$ cat src/rtl/risc_pkg.sv
// risc_pkg: controller state encoding, opcode values and instruction field positions
package risc_pkg;
  typedef enum logic [2:0] {
    S_WAIT, S_DECODE, S_WRITE_IMM, S_GET_A, S_GET_B, S_ALU, S_WRITE_REG
  } state_t;
  localparam logic [2:0] OPC_MOV = 3'b110;
  localparam logic [2:0] OPC_ALU = 3'b101;
  localparam logic [1:0] OP_MOV_IMM = 2'b10;
  localparam logic [1:0] OP_MOV_REG = 2'b00;
  localparam logic [1:0] OP_ADD = 2'b00;
  localparam logic [1:0] OP_CMP = 2'b01;
  localparam logic [1:0] OP_AND = 2'b10;
  localparam logic [1:0] OP_MVN = 2'b11;
  localparam int OPC_LSB = 13;
  localparam int OP_LSB = 11;
  localparam int RN_LSB = 8;
  localparam int RD_LSB = 5;
  localparam int SH_LSB = 3;
  localparam int RM_LSB = 0;
endpackage

$ cat src/rtl/instr_decoder.sv
// instr_decoder: splits the IR into fields, sign-extends imm8 and classifies the instruction
module instr_decoder
  import risc_pkg::*;
(
  input  logic [15:0] ir,
  output logic [2:0]  rn,
  output logic [2:0]  rd,
  output logic [2:0]  rm,
  output logic [1:0]  op,
  output logic [1:0]  sh,
  output logic [15:0] sximm8,
  output logic        mov_imm,
  output logic        mov_reg,
  output logic        alu,
  output logic        cmp,
  output logic        illegal
);
  logic [2:0] opcode;
  assign opcode  = ir[OPC_LSB +: 3];
  assign op      = ir[OP_LSB +: 2];
  assign rn      = ir[RN_LSB +: 3];
  assign rd      = ir[RD_LSB +: 3];
  assign sh      = ir[SH_LSB +: 2];
  assign rm      = ir[RM_LSB +: 3];
  assign sximm8  = {{8{ir[7]}}, ir[7:0]};
  assign mov_imm = opcode == OPC_MOV && op == OP_MOV_IMM;
  assign mov_reg = opcode == OPC_MOV && op == OP_MOV_REG;
  assign cmp     = opcode == OPC_ALU && op == OP_CMP;
  assign alu     = opcode == OPC_ALU && op != OP_CMP;
  assign illegal = !(mov_imm || mov_reg || cmp || alu);
endmodule

$ cat src/rtl/vDFF.sv
// vDFF: plain n-bit rising-edge register
module vDFF #(parameter int n = 1) (
  input  logic         clk,
  input  logic [n-1:0] D,
  output logic [n-1:0] Q
);
  // capture D every edge
  always_ff @(posedge clk) Q <= D;
endmodule

$ cat src/rtl/risc_controller.sv
// risc_controller: instruction register plus multi-cycle FSM sequencing the datapath controls
module risc_controller
  import risc_pkg::*;
(
  input  logic        clk,
  input  logic        reset,
  input  logic        s,
  input  logic        load,
  input  logic [15:0] in,
  output logic        w,
  output logic [2:0]  readnum,
  output logic [2:0]  writenum,
  output logic        loada,
  output logic        loadb,
  output logic        loadc,
  output logic        loads,
  output logic        write,
  output logic        asel,
  output logic        bsel,
  output logic        vsel,
  output logic [1:0]  shift,
  output logic [1:0]  ALUop,
  output logic [15:0] datapath_in
);
  state_t state, nxt;
  logic [15:0] ir;
  logic [2:0] rn, rd, rm;
  logic [1:0] op, sh;
  logic mov_imm, mov_reg, alu, cmp, illegal;
  vDFF #(16) ir_reg (.clk, .D(reset ? 16'h0 : (load && state == S_WAIT) ? in : ir), .Q(ir));
  instr_decoder dec (
    .ir, .rn, .rd, .rm, .op, .sh, .sximm8(datapath_in),
    .mov_imm, .mov_reg, .alu, .cmp, .illegal
  );
  assign bsel = 1'b0;
  // next state from the current state and the decoded IR
  always_comb
    nxt = state == S_WAIT   ? (s ? S_DECODE : S_WAIT) :
          state == S_DECODE ? (illegal ? S_WAIT : mov_imm ? S_WRITE_IMM :
                               (mov_reg || (alu && op == OP_MVN)) ? S_GET_B : S_GET_A) :
          state == S_GET_A  ? S_GET_B :
          state == S_GET_B  ? S_ALU :
          state == S_ALU    ? (cmp ? S_WAIT : S_WRITE_REG) : S_WAIT;
  // state and outputs registered together so outputs always match the state being entered
  always_ff @(posedge clk)
    if (reset) begin
      state    <= S_WAIT;
      w        <= 1'b1;
      readnum  <= 3'd0;
      writenum <= 3'd0;
      loada    <= 1'b0;
      loadb    <= 1'b0;
      loadc    <= 1'b0;
      loads    <= 1'b0;
      write    <= 1'b0;
      asel     <= 1'b0;
      vsel     <= 1'b0;
      shift    <= 2'd0;
      ALUop    <= 2'd0;
    end else begin
      state    <= nxt;
      w        <= nxt == S_WAIT;
      readnum  <= nxt == S_GET_A ? rn : nxt == S_GET_B ? rm : 3'd0;
      writenum <= nxt == S_WRITE_REG ? rd : nxt == S_WRITE_IMM ? rn : 3'd0;
      loada    <= nxt == S_GET_A;
      loadb    <= nxt == S_GET_B;
      loadc    <= nxt == S_ALU && !cmp;
      loads    <= nxt == S_ALU && cmp;
      write    <= nxt == S_WRITE_REG || nxt == S_WRITE_IMM;
      asel     <= nxt == S_ALU && mov_reg;
      vsel     <= nxt == S_WRITE_IMM;
      shift    <= nxt == S_ALU ? sh : 2'd0;
      ALUop    <= (nxt == S_ALU && !mov_reg) ? op : 2'd0;
    end
endmodule
$ cat config.mk
export PLATFORM = sky130hd
export DESIGN_NAME = risc_controller
export DESIGN_NICKNAME = d
export VERILOG_FILES = /design/src/rtl/risc_pkg.sv /design/src/rtl/instr_decoder.sv /design/src/rtl/vDFF.sv /design/src/rtl/risc_controller.sv
export SDC_FILE = /design/constraint.sdc
export NUM_CORES = 1
export LEC_CHECK = 0
export ABC_AREA = 0
export CAP_MARGIN = 0
export CORE_MARGIN = 2
export CORE_UTILIZATION = 47
export DETAILED_ROUTE_END_ITERATION = 6
export PLACE_DENSITY = 0.87
export SKIP_CTS_REPAIR_TIMING = 1
export SYNTH_ARGS = -nofsm -noshare
export SYNTH_HDL_FRONTEND = slang
export SYNTH_SLANG_ARGS = --single-unit
$ cat constraint.sdc
create_clock -name clk -period 4.01 [get_ports clk]
set_input_delay 1.203 -clock clk [delete_from_list [all_inputs] [get_ports clk]]
set_output_delay 1.203 -clock clk [all_outputs]
set_load 0.1 [all_outputs]
==> results by group, run 1 <==
Status
  • Status: complete, no violations

Power
  • Pwr dens: 383.4 nW/um^2
  • Sequential Power Share: 52.6%
  • NetSw: between 200 and 300 uW
  • Clock Power Share: between 20% and 30%
  • P_leak: between 0.7 and 0.8 nW
  • Int Power: between 400 and 500 uW
  • Comb power frac: approximately 22%
  • Worst IR Drop VDD: between 0.2 and 0.25 mV
  • Pwr Total: ~750 uW
  • Net Sw Frac: 34.50%

Route
  • First-pass DRT Iterations: 4
  • Final WL: 3202 um
  • Wire length per cell: around 13 um
  • Via-per-instance ratio: about 5.0
  • Via count: approximately 1.2k
  • Drt first-iter violations: slightly below 50
  • Routed Antenna Nets: 0
  • Residual DRC: 0

Worst setup path
  • Slowest Stage Delay on Critical Path: between 1 and 1.5 ns
  • Crit path required time: roughly 2.8 ns
  • CP max-delay cell: clkdlybuf4s50_1
  • Setup crit end kind: output port
  • Worst path bufs/invs: 1
  • Top delay family on crit path: buffers and inverters
  • Critical-path cell list: clkdlybuf4s50_1
  • CP arrival: 1.88 ns
  • Worst Path Max Fanout: 3
  • Type of origin of the critical path: flop
  • Type of the worst setup path: reg2out

STA
  • Final hold vios: 0
  • RSZ-0062 raised after global routing: false
  • Fin crit share: 76.97%
  • Tmin final: 3.087 ns
  • Setup Skew: 0.008618 ns
  • Final TNS setup: 0 ns
  • Peak Freq: 324.0 MHz
  • Slew margin rel.: 34.63%
  • Slew @ Worst Pin: ~1 ns
  • Endpoints failing setup: 0
  • Max-slew violation count: 0

GRT
  • Initial antenna violation count: 0
  • Number of global-route vias before repair: between 1k and 1.5k
  • Largest net degree at the start of global routing: 24
  • First-pass GRT wire length: 4912 um
  • GRT overflow: 0
  • Total GRT Usage: between 10% and 20%

Clock tree
  • Root Driver: clkbuf_4
  • Clk_lat worst skew: ~0.35 ns
  • Clk sinks: 37
  • CTS tree: done
  • CTS Buf Count: 5
  • Clock-pin slew on the worst setup and hold paths: roughly 0.11 ns
  • Max Buffers Root-to-Sink: 2
  • H-tree levels: 2

Die
  • Rows: 20
  • Die H: 60.29 um
  • Core Footprint: ~3000 sq um
  • Die width: approximately 60 um
  • Die area: about 3600 sq um
  • Boundary pin count: between 50 and 60
  • Initial core utilization: between 40% and 50%

Placed design
  • Final GP Congestion: approximately 0.93
  • PortBufs: 53
  • Placement Cell Area: between 1500 and 2000 sq um
  • Hpwl dp: between 2000 and 2500 um

Run
  • # Max-Cap Violations: 0

Final layout
  • # nets final: 223
  • Ratio of cells with drive above 1 in the final layout: between 10% and 20%
  • Post-route cell area: 1957 sq um
  • Fillers: 252
  • Antenna Cells: 0
  • P&R area growth vs syn: 31.43%

Synth
  • Seq/Total Area, Yosys: 49.75%
  • Yosys warnings: 0
  • Post-Synthesis Cells: approximately 170
  • Synth Register Bits: 37
  • Mapped cell area: between 1000 and 1500 sq um
  • Mean Syn Cell Area: between 9 and 10 sq um
  • Yosys cell types: 33
  • Synth Net Count: 185

Hold path
  • Hold WC Path Type: reg2reg
-- cell usage after synthesis --
master / n / area, sq um
o211ai_1: 1 / 7.510
nor4_4: 1 / 21.27
and3b_2: 1 / 10.01
o21ai_1: 1 / 5.000
buf_4: 17 / 127.6
nor2b_1: 3 / 18.77
and2b_1: 2 / 15.01
nor4_2: 1 / 12.51
nand3_1: 4 / 20.02
conb_1: 1 / 3.750
nand2_1: 33 / 123.9
clkbuf_1: 5 / 18.77
nor2_1: 7 / 26.28
and2_1: 5 / 31.28
nor4b_2: 1 / 15.01
o21a_1: 1 / 7.510
a22o_1: 6 / 52.55
and4b_1: 1 / 10.01
nor3_1: 2 / 10.01
a21oi_1: 18 / 90.09
a41oi_1: 1 / 8.760
a41o_1: 1 / 10.01
and3_1: 3 / 18.77
nand2b_1: 1 / 6.260
nor3b_1: 1 / 7.510
dfxtp_1: 37 / 740.7
o2111ai_1: 2 / 17.52
a31o_2: 1 / 8.760
a21o_1: 1 / 7.510
buf_6: 1 / 11.26
xor2_1: 1 / 8.760
inv_1: 3 / 11.26
o21ai_0: 1 / 5.000
-- cells by family (layout without fill, tap and decap cells) --
family | after synthesis | in the layout | synth area share, %
and+or+nand+nor | 66 | 66 | 23.28
DFF | 37 | 37 | 49.75
AOI/OAI and AO/OA | 34 | 34 | 14.79
buffers and inverters | 26 | 65 | 11.34
other | 1 | 1 | 0.2519
xor gates and xnor gates | 1 | 1 | 0.5883
-- metal layers --
metal / part of all wire (%) / track usage (%)
met4: 2.4 / 9.524
met3: 8.4 / 7.359
met1: 39 / 21.60
met2: 50 / 30.75
met5: 0 / 0
-- flip-flops by register name (all words and copies together), names as in the netlist --
name and flops:
w 1, loadc 1, ir_reg.Q 16, loada 1, shift 2, readnum 3
write 1, loads 1, loadb 1, asel 1, writenum 3, vsel 1
ALUop 2, state 3
-- through the flow --
stage          std cells  worst slack (ns)  hold slack [ns]  util, %
6_report             248            0.9234           0.4887    64.63
5_1_grt              248            0.8774           0.5142    64.63
4_1_cts              248            0.9135           0.4915    64.63
3_5_place_dp         240             1.310           0.4731    62.81
3_3_place_gp         240             1.324           0.4616    62.81
2_1_floorplan        165             1.898           0.4451        -
-- worst paths after layout --
path | start | to | slack, ns | cells past startpoint
max | ir_reg.Q[2] | datapath_in[2] | 0.92 | 1
min | ir_reg.Q[1] | ir_reg.Q[1] | 0.49 | 2
max reg2reg | ir_reg.Q[13] | writenum[2] | 2.11 | 5
min reg2reg | ir_reg.Q[1] | ir_reg.Q[1] | 0.49 | 2
-- worst register-to-register path, delay by kind of cell, from the launching register on --
| kind | cells | cell delay, ns |
|---|---|---|
| AND/OR/NAND/NOR | 2 | 0.44 |
| flip-flops | 1 | 0.47 |
| AO/OA/AOI/OAI | 3 | 0.90 |
-- power groups by stage --
stage	sequential (mW)	clock, mW	combinational [mW]
global placement	0.402	0	0.162
CTS	0.395	0.196	0.164
global route	0.397	0.209	0.172
floorplan	0.406	0	0.128
finish	0.395	0.191	0.164
detailed placement	0.403	0	0.164
-- area by class of cell --
| type | instances | area [sq um] | area share (%) |
|---|---|---|---|
| timing repair buffer | 54 | 515.5 | 26.34 |
| inverter | 3 | 11.26 | 0.5754 |
| clock buffer | 5 | 37.54 | 1.918 |
| sequential | 37 | 740.7 | 37.85 |
| tap | 44 | 55.05 | 2.813 |
| clock inverter | 3 | 17.52 | 0.8951 |
| multi-input combinational | 102 | 579.3 | 29.60 |
-- placed cells by master, fill, tap and decap left out, drive strengths merged, types with 4 or more instances in the layout --
master         Yosys  layout
nand2             33      33
a21oi             18      18
buf               18      10
dfxtp             37      37
nor2               7       7
a22o               6       6
clkdlybuf4s50      0      44
and2               5       5
nand3              4       4
clkbuf             5       5
Power figures use the tool's default switching activity.
==> run 2, diff against run 1 <==
Settings changed: CORE_UTILIZATION 47 to 39, PLACE_DENSITY 0.87 to 0.78.
Clock period 4.01 ns to 2.5 ns, I/O delays scaled along.
==> run 2 against run 1 <==
Worst setup slack lost 0.33 ns. Register-to-register slack lost 1.5 ns. Non-clock buffer count grew 2. Utilization shrank 11 points. First-iteration DRC count shrank 41%. Global-route usage shrank 3.8 points. Sequential cell count is the same. Via count shrank 2.7%. Critical path type unchanged. Critical endpoint is now datapath_in[15]. Largest power group unchanged.
==> results by group, run 2 (synthesis results as in run 1) <==
Final layout
  • Most frequent cells in the layout: 37 x dfxtp_1, 37 x buf_4, 33 x nand2_1, 19 x clkdlybuf4s50_1, 18 x a21oi_1
  • Max FFs per register: 16 (unchanged)
  • Antenna Cells: 0 (unchanged)
  • Largest reg by FF count: ir_reg.Q
  • Ratio of cells with drive above 1 in the final layout: 24.27% (+13 points)
  • # nets final: 225 (+0.90%)
  • P&R area growth vs syn: 32.94%

Route
  • Drt first-iter violations: 29 (-41%)
  • Via count: 1208 (-2.7%)
  • Residual DRC: 0 (unchanged)
  • Routed Antenna Nets: 0 (unchanged)
  • Final WL: 3016 um (-5.8%)
  • First-pass DRT Iterations: 4 (unchanged)
  • Wire length per cell: 11.87 um (-8.0%)
  • Via-per-instance ratio: 4.756 (-5.0%)

Worst setup path
  • Setup crit end kind: output port
  • Reg2reg start: ir_reg.Q[13]
  • CP max-delay cell: dfxtp_1
  • Type of the worst setup path: reg2out
  • R2r worst-path depth: 5 (unchanged)
  • Worst path bufs/invs: 1 (unchanged)
  • Critical-path cell list: buf_4
  • Worst R2R End: readnum[2]
  • Crit path required time: 1.75 ns (-1.06 ns)
  • Type of origin of the critical path: flop
  • Slowest Stage Delay on Critical Path: 0.50 ns (-0.65 ns)
  • Top delay family on crit path: flip-flops
  • FF-to-FF setup slack: 0.65 ns (-1.46 ns)
  • CP arrival: 1.15 ns (-0.73 ns)
  • Worst Path Max Fanout: 11 (+8)

Hold path
  • Hold_sp: ir_reg.Q[5]
  • Hold WC Path Type: reg2reg
  • Hold path depth: 2 (unchanged)
  • Worst Hold Path EP: ir_reg.Q[5]

Power
  • Pwr dens: 721.7 nW/um^2 (+88%)
  • Int Power: 1.007 mW (+100%)
  • Net Sw Frac: 29.54% (-5.0 points)
  • Sequential Power Share: 44.3% (-8.3 points)
  • Clock Power Share: 37.4% (+12 points)
  • Worst IR Drop VDD: 0.4849 mV (+110%)
  • Comb power frac: 18.3% (-3.6 points)
  • P_leak: 0.8606 nW (+11%)
  • NetSw: 421.9 uW (+63%)

STA
  • Final hold vios: 0 (unchanged)
  • Slew margin rel.: 60.94% (+26 points)
  • RSZ-0062 raised after global routing: false
  • Max-slew violation count: 0 (unchanged)
  • Setup Skew: 0.006296 ns (-0.002322 ns)
  • Final TNS setup: 0 ns (unchanged)
  • Endpoints failing setup: 0 (unchanged)
  • Tmin final: approximately 1.9 ns
  • Slew @ Worst Pin: 0.5834 ns (-0.3941 ns)
  • Fin Hold WS: 0.4736 ns (-0.01516 ns)
  • Fin crit share: between 70% and 80%
  • Peak Freq: roughly 530 MHz

Run
  • # Max-Cap Violations: 0 (unchanged)

Status
  • Status: complete, no violations

Clock tree
  • Clock-pin slew on the worst setup and hold paths: 0.07 ns (-0.04 ns)
  • CTS tree: done
  • Root Driver: clkbuf_8
  • CTS Buf Count: 5 (unchanged)
  • Clk_lat worst skew: 0.29 ns (-0.06 ns)
  • Clk sinks: 37 (unchanged)
  • H-tree levels: 2 (unchanged)
  • Max Buffers Root-to-Sink: 2 (unchanged)

GRT
  • First-pass GRT wire length: 4802 um (-2.2%)
  • GRT overflow: 0 (unchanged)
  • M3 GR Usage: 3.918% (-3.4 points)
  • Largest net degree at the start of global routing: 23 (-4.2%)
  • Initial antenna violation count: 0 (unchanged)
  • Met2 Usage GRT: 23.99% (-6.8 points)
  • Number of global-route vias before repair: 1100 (+0.64%)
  • Total GRT Usage: 15.13% (-3.8 points)
  • Layer carrying the most global-route usage: met2
  • GR Layer Usage met1: 17.42% (-4.2 points)

Placed design
  • Hpwl dp: 2267 um (-1.4%)
  • Final GP Congestion: 0.7931 (-14%)
  • PortBufs: 53 (unchanged)

Die
  • Boundary pin count: 55 (unchanged)
  • Die area: 4328 sq um (+19%)
  • Die H: 65.79 um (+9.1%)
  • Die width: 65.79 um (+9.1%)
  • Initial core utilization: 40.67% (-8.5 points)
  • Rows: 22 (+10%)
  • Core Footprint: 3661 sq um (+21%)
run 2: cell types whose count changed in the layout (fill, tap and decap cells not counted):
cell | previous run | this run
buf_4 | 10 | 37
bufinv_16 | 0 | 1
clkbuf_4 | 5 | 0
clkbuf_8 | 0 | 6
clkdlybuf4s50_1 | 44 | 19
clkinv_2 | 2 | 0
run 2: layer usage:
metal / share of wire (%) / up-vias
met5: 0 / -
met4: 3.7 / 0
met3: 5.7 / 9
met2: 46 / 41
met1: 45 / 541
li1: - / 617
run 2: how the worst max path moves through the flow:
stage                start  slack (ns)              end  depth (start not counted)
4_1_cts        ir_reg.Q[7]        0.58   datapath_in[9]                          1
6_report       ir_reg.Q[7]        0.60  datapath_in[15]                          1
2_1_floorplan     ALUop[0]        0.84         ALUop[0]                          0
5_1_grt                  s        0.45       readnum[2]                          6
3_5_place_dp             s        0.31       readnum[2]                          6
3_3_place_gp             s        0.32       readnum[0]                          6
run 2: final cells by class:
type	count	area [sq um]
clock buffer	6	82.58
clock inverter	2	37.54
fill	350	1682
inverter	3	11.26
multi-input combinational	102	579.3
sequential	37	740.7
tap	48	60.06
timing repair buffer	56	467.9
run 2: power groups by stage:
stage	Sequential, mW	Combinational (mW)	Clock, mW
after floorplan	0.651	0.206	0
after global placement	0.646	0.262	0
after detailed placement	0.646	0.263	0
after CTS	0.633	0.264	0.546
after global routing	0.637	0.275	0.566
final	0.633	0.261	0.534
run 2: metrics by stage:
stage / cells / total power [mW] / utilization [%] / worst slack, ns / instance area [sq um]
floorplan: 165 / 0.8573 / - / 0.8410 / 1489
global placement: 246 / 0.9073 / 50.79 / 0.3196 / 1859
detailed placement: 246 / 0.9096 / 50.79 / 0.3080 / 1859
CTS: 254 / 1.442 / 54.07 / 0.5771 / 1979
global route: 254 / 1.478 / 54.07 / 0.4516 / 1979
finish: 254 / 1.429 / 54.07 / 0.5966 / 1979
run 2: worst reg2reg max path, stage by stage (launching register included):
cell      delay [ns]
dfxtp_1         0.46
and2b_1         0.25
a41oi_1         0.13
o211ai_1        0.51
and3b_2         0.32
a22o_1          0.13
